File: src/rtl/beat_detector_if.sv
// Flux-sample input and beat-report outputs of beat_detector, grouped as one bus.
// A sample is transferred on every clock where flux_valid is high; there is no backpressure.
interface beat_detector_if #(
    parameter int MAX_FLUX_LENGTH = 32,
    parameter int INT_W           = 16
) ();
    logic                       flux_valid;
    logic [MAX_FLUX_LENGTH-1:0] flux_value;
    logic                       beat_pulse;
    logic [MAX_FLUX_LENGTH-1:0] beat_strength;
    logic [MAX_FLUX_LENGTH-1:0] threshold;
    logic [MAX_FLUX_LENGTH-1:0] flux_avg;
    logic [INT_W-1:0]           beat_interval;
    logic                       interval_valid;
    logic                       hist_full;

    modport master (
        output flux_valid, flux_value,
        input  beat_pulse, beat_strength, threshold, flux_avg,
        input  beat_interval, interval_valid, hist_full
    );

    modport slave (
        input  flux_valid, flux_value,
        output beat_pulse, beat_strength, threshold, flux_avg,
        output beat_interval, interval_valid, hist_full
    );
endinterface

File: src/rtl/beat_detector.sv
// Adaptive-threshold beat detector: compares each flux sample against a scaled moving
// average of the previous 2^HIST_LOG2 samples, with refractory hold-off and beat interval.
module beat_detector #(
    parameter int MAX_FLUX_LENGTH = 32,
    parameter int HIST_LOG2       = 3,
    parameter int K_NUM           = 3,
    parameter int K_SHIFT         = 1,
    parameter int REFRACTORY      = 4,
    parameter int MIN_FLUX        = 16,
    parameter int INT_W           = 16
) (
    input  logic        clk,
    input  logic        reset,
    beat_detector_if.slave bus
);
    localparam int W      = MAX_FLUX_LENGTH;
    localparam int HIST   = 1 << HIST_LOG2;
    localparam int SUM_W  = W + HIST_LOG2;
    localparam int FILL_W = HIST_LOG2 + 1;
    localparam int PROD_W = W + $clog2(K_NUM + 1);
    localparam int REFR_W = $clog2(REFRACTORY + 1);

    logic [W-1:0]         r_hist [HIST];
    logic [SUM_W-1:0]     r_sum;
    logic [HIST_LOG2-1:0] r_wr_ptr;
    logic [FILL_W-1:0]    r_fill;
    logic [REFR_W-1:0]    r_refr_cnt;
    logic [INT_W-1:0]     r_int_cnt;
    logic                 r_seen_beat;

    logic                 r_beat_pulse;
    logic [W-1:0]         r_beat_strength;
    logic [W-1:0]         r_threshold;
    logic [W-1:0]         r_flux_avg;
    logic [INT_W-1:0]     r_beat_interval;
    logic                 r_interval_valid;

    logic [W-1:0]         w_avg;
    logic [PROD_W-1:0]    w_prod;
    logic [PROD_W-1:0]    w_shift;
    logic [W-1:0]         w_thr;
    logic                 w_hist_full;
    logic                 w_beat;
    logic [INT_W-1:0]     w_int_next;

    // Decision uses the history as it stands before this sample is written.
    assign w_avg       = W'(r_sum >> HIST_LOG2);
    assign w_prod      = PROD_W'(w_avg) * PROD_W'(K_NUM);
    assign w_shift     = w_prod >> K_SHIFT;
    assign w_thr       = (|w_shift[PROD_W-1:W]) ? '1 : w_shift[W-1:0];
    assign w_hist_full = (r_fill == FILL_W'(HIST));
    assign w_beat      = w_hist_full
                      && (bus.flux_value > w_thr)
                      && (bus.flux_value >= W'(MIN_FLUX))
                      && (r_refr_cnt == '0);
    assign w_int_next  = (r_int_cnt == '1) ? r_int_cnt : r_int_cnt + 1'b1;

    always_ff @(posedge clk) begin
        if (reset) begin
            for (int i = 0; i < HIST; i++) r_hist[i] <= '0;
            r_sum            <= '0;
            r_wr_ptr         <= '0;
            r_fill           <= '0;
            r_refr_cnt       <= '0;
            r_int_cnt        <= '0;
            r_seen_beat      <= 1'b0;
            r_beat_pulse     <= 1'b0;
            r_beat_strength  <= '0;
            r_threshold      <= '0;
            r_flux_avg       <= '0;
            r_beat_interval  <= '0;
            r_interval_valid <= 1'b0;
        end else begin
            r_beat_pulse     <= 1'b0;
            r_interval_valid <= 1'b0;
            if (bus.flux_valid) begin
                r_flux_avg       <= w_avg;
                r_threshold      <= w_thr;
                r_sum            <= r_sum - SUM_W'(r_hist[r_wr_ptr]) + SUM_W'(bus.flux_value);
                r_hist[r_wr_ptr] <= bus.flux_value;
                r_wr_ptr         <= r_wr_ptr + 1'b1;
                if (!w_hist_full) r_fill <= r_fill + 1'b1;
                if (r_refr_cnt != '0) r_refr_cnt <= r_refr_cnt - 1'b1;
                if (r_seen_beat) r_int_cnt <= w_int_next;
                // A beat restarts the interval count; the first beat only arms it.
                if (w_beat) begin
                    r_beat_pulse    <= 1'b1;
                    r_beat_strength <= bus.flux_value - w_thr;
                    r_refr_cnt      <= REFR_W'(REFRACTORY);
                    r_seen_beat     <= 1'b1;
                    r_int_cnt       <= '0;
                    if (r_seen_beat) begin
                        r_beat_interval  <= w_int_next;
                        r_interval_valid <= 1'b1;
                    end
                end
            end
        end
    end

    assign bus.beat_pulse     = r_beat_pulse;
    assign bus.beat_strength  = r_beat_strength;
    assign bus.threshold      = r_threshold;
    assign bus.flux_avg       = r_flux_avg;
    assign bus.beat_interval  = r_beat_interval;
    assign bus.interval_valid = r_interval_valid;
    assign bus.hist_full      = w_hist_full;
endmodule

File: src/flat_wrapper.sv
// flat-port wrapper written by rule: the top's interface ports become plain ports
module beat_detector_flat 
#(
    parameter int MAX_FLUX_LENGTH = 32,
    parameter int HIST_LOG2       = 3,
    parameter int K_NUM           = 3,
    parameter int K_SHIFT         = 1,
    parameter int REFRACTORY      = 4,
    parameter int MIN_FLUX        = 16,
    parameter int INT_W           = 16
)
  (clk, reset, bus_flux_valid, bus_flux_value, bus_beat_pulse, bus_beat_strength, bus_threshold, bus_flux_avg, bus_beat_interval, bus_interval_valid, bus_hist_full);
  beat_detector_if #(.MAX_FLUX_LENGTH(MAX_FLUX_LENGTH), .INT_W(INT_W)) bus_i ();
  input  logic clk;
  input  logic reset;
  input wire logic [$bits(bus_i.flux_valid)-1:0] bus_flux_valid;
  input wire logic [$bits(bus_i.flux_value)-1:0] bus_flux_value;
  output wire logic [$bits(bus_i.beat_pulse)-1:0] bus_beat_pulse;
  output wire logic [$bits(bus_i.beat_strength)-1:0] bus_beat_strength;
  output wire logic [$bits(bus_i.threshold)-1:0] bus_threshold;
  output wire logic [$bits(bus_i.flux_avg)-1:0] bus_flux_avg;
  output wire logic [$bits(bus_i.beat_interval)-1:0] bus_beat_interval;
  output wire logic [$bits(bus_i.interval_valid)-1:0] bus_interval_valid;
  output wire logic [$bits(bus_i.hist_full)-1:0] bus_hist_full;
  assign bus_i.flux_valid = bus_flux_valid;
  assign bus_i.flux_value = bus_flux_value;
  assign bus_beat_pulse = bus_i.beat_pulse;
  assign bus_beat_strength = bus_i.beat_strength;
  assign bus_threshold = bus_i.threshold;
  assign bus_flux_avg = bus_i.flux_avg;
  assign bus_beat_interval = bus_i.beat_interval;
  assign bus_interval_valid = bus_i.interval_valid;
  assign bus_hist_full = bus_i.hist_full;
  beat_detector #(.MAX_FLUX_LENGTH(MAX_FLUX_LENGTH), .HIST_LOG2(HIST_LOG2), .K_NUM(K_NUM), .K_SHIFT(K_SHIFT), .REFRACTORY(REFRACTORY), .MIN_FLUX(MIN_FLUX), .INT_W(INT_W)) u_core (.clk(clk), .reset(reset), .bus(bus_i));
endmodule
File: config.mk
export PLATFORM = sky130hd
export DESIGN_NAME = beat_detector_flat
export DESIGN_NICKNAME = d
export VERILOG_FILES = /design/src/rtl/beat_detector_if.sv /design/src/rtl/beat_detector.sv /design/src/flat_wrapper.sv
export SDC_FILE = /design/constraint.sdc
export NUM_CORES = 1
export LEC_CHECK = 0
export CAP_MARGIN = 0
export CORE_ASPECT_RATIO = 2
export CORE_UTILIZATION = 55
export DETAILED_ROUTE_END_ITERATION = 10
export PLACE_DENSITY = 0.83
export SYNTH_ARGS = -nofsm -noshare
export SYNTH_HDL_FRONTEND = slang
export SYNTH_SLANG_ARGS = --single-unit
File: constraint.sdc
create_clock -name clk -period 4.9 [get_ports clk]
set_input_delay 0.98 -clock clk [delete_from_list [all_inputs] [get_ports clk]]
set_output_delay 0.98 -clock clk [all_outputs]
set_load 0.03 [all_outputs]
After elaboration in Yosys (flattened, before gate mapping)
Memory sizes are Yosys's and may differ from the RTL's. A register that Yosys moved wholly into a read port is not among the register bits.
Cells that the tools add are included.

word-level totals
  register bits = 176
  bits in latches = 0
  bits in writable memories = 256
  memory bits (read-only) = 0
  input port bits = 35
  output and inout bits = 115
  word-level logic and storage cells = 61
  memories = 1

memories
  name           words  bits a word  rd ports  clocked after memory_dff  wr ports  RTL line             RTL
  u_core.r_hist  8      32           1         1                         8         beat_detector.sv:23  logic [W-1:0] r_hist [HIST];

operators by class
  add/sub/neg operators = 7
  multiply operators = 1
  div/mod/pow operators = 0
  order comparisons = 2
  equality and inequality tests = 2
  shifts and indexed selects = 0
  muxes and demuxes = 18
  bitwise operators = 3
  reduce and logical (&&, ||, !) cells = 15

operators by type and width
  operator                                                                number
  32-bit two-way mux                                                      2
  16-bit two-way mux                                                      3
  35-bit by 32-bit adder with 35-bit output                               1
  35-bit by 32-bit subtractor with 35-bit output                          1
  32-bit by 2-bit multiplier with 34-bit output, second input constant    1
  32-bit by 5-bit >= comparator with 1-bit output, second input constant  1
  32-bit greater-than comparator                                          1
  32-bit OR reduction                                                     1
  32-bit subtractor                                                       1
  16-bit by 1-bit adder with 16-bit output, second input constant         1
  16-bit equality test, second input constant                             1
  3-bit two-way mux                                                       5
  1-bit two-way mux                                                       8
  2-bit AND reduction                                                     4
  4-bit by 1-bit adder with 4-bit output, second input constant           1
  4-bit equality test, second input constant                              1
  2-bit nonzero test                                                      2
  3-bit by 1-bit adder with 3-bit output, second input constant           1
  1-bit logical AND                                                       3
  3-bit zero test                                                         1
  1-bit inverter                                                          3
  3-bit AND reduction                                                     1
  3-bit nonzero test                                                      1
  3-bit OR reduction                                                      1
  2 further kinds                                                         2

Longest topological paths before layout
  depth after elaboration = 8
  mapped depth = 27
  mapped depth without buffers = 23

Worst setup path before layout
Ideal clock, no wire load.

  kind = flip-flop to flip-flop
  from = reg u_core.r_sum[4]
  to = reg u_core.r_beat_strength[15] (netlist: u_core.bus.beat_strength[15])
  setup time = 0.128 ns
  data arrival time = 5.073 ns
  data required time = 4.772 ns
  path slack = -0.301 ns
  cell stages (with the launch flop) = 26
  buffers on the path = 4
  clock period less this slack = 5.201 ns
  cell sequence = dfxtp_1 ha_1 fa_1 a211oi_1 o21bai_1 o21ai_2 o21ai_1 a21oi_2 nor2_1 a211o_1 a21o_1 buf_2 buf_2 nor2_1 ha_1 nor2b_1 o21a_1 o21a_1 o31ai_2 a21oi_1 o31ai_4 a211o_1 buf_2 buf_2 mux2i_1 nor2_1

between the ends
  word-level cells in the longest chain between the ends = 7
  elaborated cells on any way between the ends = 8
  classes of those cells = 1 x add/sub; 1 x mul; 1 x order compare; 1 x mux; 4 x reduce/logical

RTL lines
  element                                            RTL line             RTL
  start, declared                                    beat_detector.sv:24  logic [SUM_W-1:0] r_sum;
  start signal, assigned                             beat_detector.sv:79  r_sum <= r_sum - SUM_W'(r_hist[r_wr_ptr]) + SUM_W'(bus.flux_value);
  32-bit by 2-bit multiplier with 34-bit output (*)  beat_detector.sv:48  assign w_prod = PROD_W'(w_avg) * PROD_W'(K_NUM);
  32-bit two-way mux (*)                             beat_detector.sv:50  assign w_thr = (|w_shift[PROD_W-1:W]) ? '1 : w_shift[W-1:0];
  32-bit greater-than comparator                     beat_detector.sv:53  && (bus.flux_value > w_thr)
  1-bit logical AND                                  beat_detector.sv:53
  1-bit logical AND                                  beat_detector.sv:54  && (bus.flux_value >= W'(MIN_FLUX))
  1-bit logical AND                                  beat_detector.sv:55  && (r_refr_cnt == '0);
  2-bit AND reduction (no line)                      --
  end signal, assigned                               beat_detector.sv:88  r_beat_strength <= bus.flux_value - w_thr;
  end, declared                                      beat_detector.sv:32  logic [W-1:0] r_beat_strength;

Every way passes the cells marked *; elsewhere a longest branch is shown, timed or not.
A chain may end at the register's enable or synchronous reset.

Worst setup path in the final report
  from = reg u_core.r_sum[4]
  to = reg u_core.r_beat_strength[0] (netlist: u_core.bus.beat_strength[0])

The elaborated chain is that of the path after synthesis.

==> qor.csv <==
metric,value,unit
placed cells,3196,
core box area,43400,um2
Rel. slew slack,22.8,%
Worst Path Max Fanout,8,
die area,44900,um2
"CTS clk-pin slew, worst paths",60,ps
worst reg2reg endpoint,u_core.bus.beat_strength[0],
worst vdd ir,0.751,mV
"Seq/Total Area, Yosys",46.6,%
"Power, Total",19.6,mW
Least-Margin Pin Slew,1160,ps
critical path type,reg2reg,
CTS Buf Count,39,
Antenna diodes,0,
CTS tree,built,
Avg WL per Cell,24.5,um
net count after synthesis,2451,
clock sinks,435,
Final setup viols,66,
Clock Power Share,16.2,%
unrepaired setup endpoints after global routing,yes,
DRT Wirelength,81600,um
syn avg cell area,10.6,um2
Final Hold Viols,0,
Post-synth EDFFs,256,
routed vias,20900,
CP max stage delay,410,ps
first-pass GRT wire length,123000,um
Critical Path Sink Type,flop,
#FFs+latches synth,435,
largest buffer count on any clock path,3,
grt ovf,0,
Synth Cell Area,24200,um2
CP max-delay cell,fa_2,
sw frac,40.7,%
share of Yosys cell area claimed by the top area cell type,31.8,%
Area Growth Syn to Fin,30.0,%
Layout Utilization,72.5,%
fin crit share,105,%
"Req. time, crit path",5330,ps
GRT Total Usage,36.8,%
Max-Cap Viols,0,
Placer Congestion,0.963,
Reg2Reg Depth,26,
IO buf count,149,
Vias/cell,6.29,
"Clk Latency, worst-skew pair",570,ps
DR iter-0 viols,1980,
initial antenna violation count,0,
Leak,12.9,nW
power share of the combinational group,61.1,%
Synth cell types,76,
Die Wd,150,um
startpoint types,flop,
CP arrival,5590,ps
Pre-Repair DR Iteration Count,7,
most numerous cell on the critical path,buf_6,
Fmax achieved,0.194,GHz
WHS,465,ps
HPWL Detailed,56100,um
failing checks,negative setup slack,
Pint,11.6,mW
ys async rst share,0,%
clk_skew,15.6,ps
CP endpoint,u_core.bus.beat_strength[0],
leading area contributor after synthesis,edfxtp_1,
"Slew Viols, Final",0,
Synth warnings,0,
num ports,150,
Hold Crit Class,reg2reg,
post-placement worst setup slack,-736,ps
largest net degree at the start of global routing,135,
die height,299,um
most frequent cells in the layout,"buf_4, edfxtp_1, nor2_1",
Sw Pwr,7.99,mW
nets,2923,
clock root cell,clkbuf_16,
ratio of cells with drive above 1 in the final layout,27.4,%
Synth area leaders,"edfxtp_1, dfxtp_1, mux4_2, ha_1, nor2_1",
ANT nets after route,0,
# H-tree levels,2,
r2r setup slk,-260,ps
number of global-route vias before repair,22200,
post-layout min period,5160,ps
"commonest non-fill, non-tap cell in the layout",buf_4,
Rows,108,
Setup crit start,u_core.r_sum[4],
Cells after Synth,2276,
outcome,"finished, violations left",
Initial Util,55.7,%
Pwr Density,624,nW/um2
"Top FF cell, synth",edfxtp_1,
r2r startpoint,u_core.r_sum[4],
Post-route DRC,0,
sequential power share,22.7,%
final worst slack,-256,ps
Final Non-Filler Cells,3329,
## worst min path at each step
| stage | startpoint | to | slack [ps] | depth (start not counted) |
|---|---|---|---|---|
| after detailed placement | u_core.bus.beat_strength[28] | u_core.bus.beat_strength[28] | 440 | 2 |
| after global routing | u_core.bus.beat_strength[28] | u_core.bus.beat_strength[28] | 510 | 2 |
| after CTS | u_core.bus.beat_strength[28] | u_core.bus.beat_strength[28] | 460 | 2 |
| final | u_core.bus.beat_strength[28] | u_core.bus.beat_strength[28] | 470 | 2 |
| after global placement | u_core.bus.beat_strength[28] | u_core.bus.beat_strength[28] | 450 | 2 |
| after floorplan | u_core.r_refr_cnt[2] | u_core.r_refr_cnt[2] | 440 | 1 |
## layout make-up
type	instances	area, um2
multi-input cells	1547	12700
fillers	2887	11900
flip-flops and latches	435	11300
repair buffers	564	4860
clock buffers	50	1070
well taps	550	688
inverters	161	604
clock inverters	22	231
## per-layer routing
layer / vias to the layer above / track usage, % / routed length [um]
met2: 1217 / 64.8 / 42000
met1: 10100 / 37.9 / 26100
met5: - / 0 / 0
li1: 9181 / - / -
met3: 428 / 5.80 / 6100
met4: 0 / 29.5 / 7430
## power groups by stage
stage / combinational [mW] / sequential [mW] / clock (mW)
final: 12.0 / 4.45 / 3.18
after global routing: 12.8 / 4.47 / 3.30
after CTS: 11.4 / 4.44 / 3.19
after detailed placement: 10.3 / 4.51 / 0
after global placement: 10.1 / 4.49 / 0
after floorplan: 5.57 / 4.65 / 0
## synthesized netlist by cell type, drive strengths merged, types with 40 or more instances
cell / number
nor2: 240
edfxtp: 256
nor4: 107
o21ai: 68
inv: 161
xor2: 40
and2: 134
a21o: 56
a211oi: 49
clkbuf: 101
mux4: 64
nand2: 82
nor3: 51
ha: 106
dfxtp: 179
xnor2: 49
mux2i: 64
a21oi: 129
## cells by family (layout without fill, tap and decap cells)
family	Yosys count	count (layout)	synth area share [%]
flops	435	435	46.6
xor+xnor	89	89	3.22
mux	160	160	10.1
compound gates	419	419	11.5
simple gates	738	739	15.6
buf+inv	295	797	4.66
fa+ha+maj	140	140	8.30
## timing repair
action                                 CTS  global route
setup endpoints to repair               72            77
setup buffers                           54             9
endpoints found under the hold margin    0             0
cloned                                   3             1
hold buffers                             0             0
pin swaps                               75            50
gates resized for setup                156            63
## registers in the layout, summed over array words and instances (netlist names), 3 cells and up, named ones only
register,flops
u_core.r_sum,35
u_core.r_wr_ptr,3
u_core.r_fill,4
u_core.r_refr_cnt,3
u_core.bus.beat_strength,32
u_core.bus.beat_interval,16
u_core.r_hist,256
u_core.bus.threshold,32
u_core.r_int_cnt,16
u_core.bus.flux_avg,32
## worst max-delay path: cells and delay by family (launching register included)
family	cells	cell delay [ps]
AO/OA/AOI/OAI	11	2260
buffers and inverters	7	960
AND/OR/NAND/NOR	6	890
adder cells (fa/ha/maj)	2	560
flip-flops	1	340
## per-stage QoR
step | area (um2) | TNS [ps]
2_1_floorplan | 24300 | -12.7
3_3_place_gp | 28700 | -31000
3_5_place_dp | 28700 | -37300
4_1_cts | 31100 | -3720
5_1_grt | 31400 | -23590
6_report | 31400 | -8110
No activity file was read; power rests on OpenSTA's default activity.
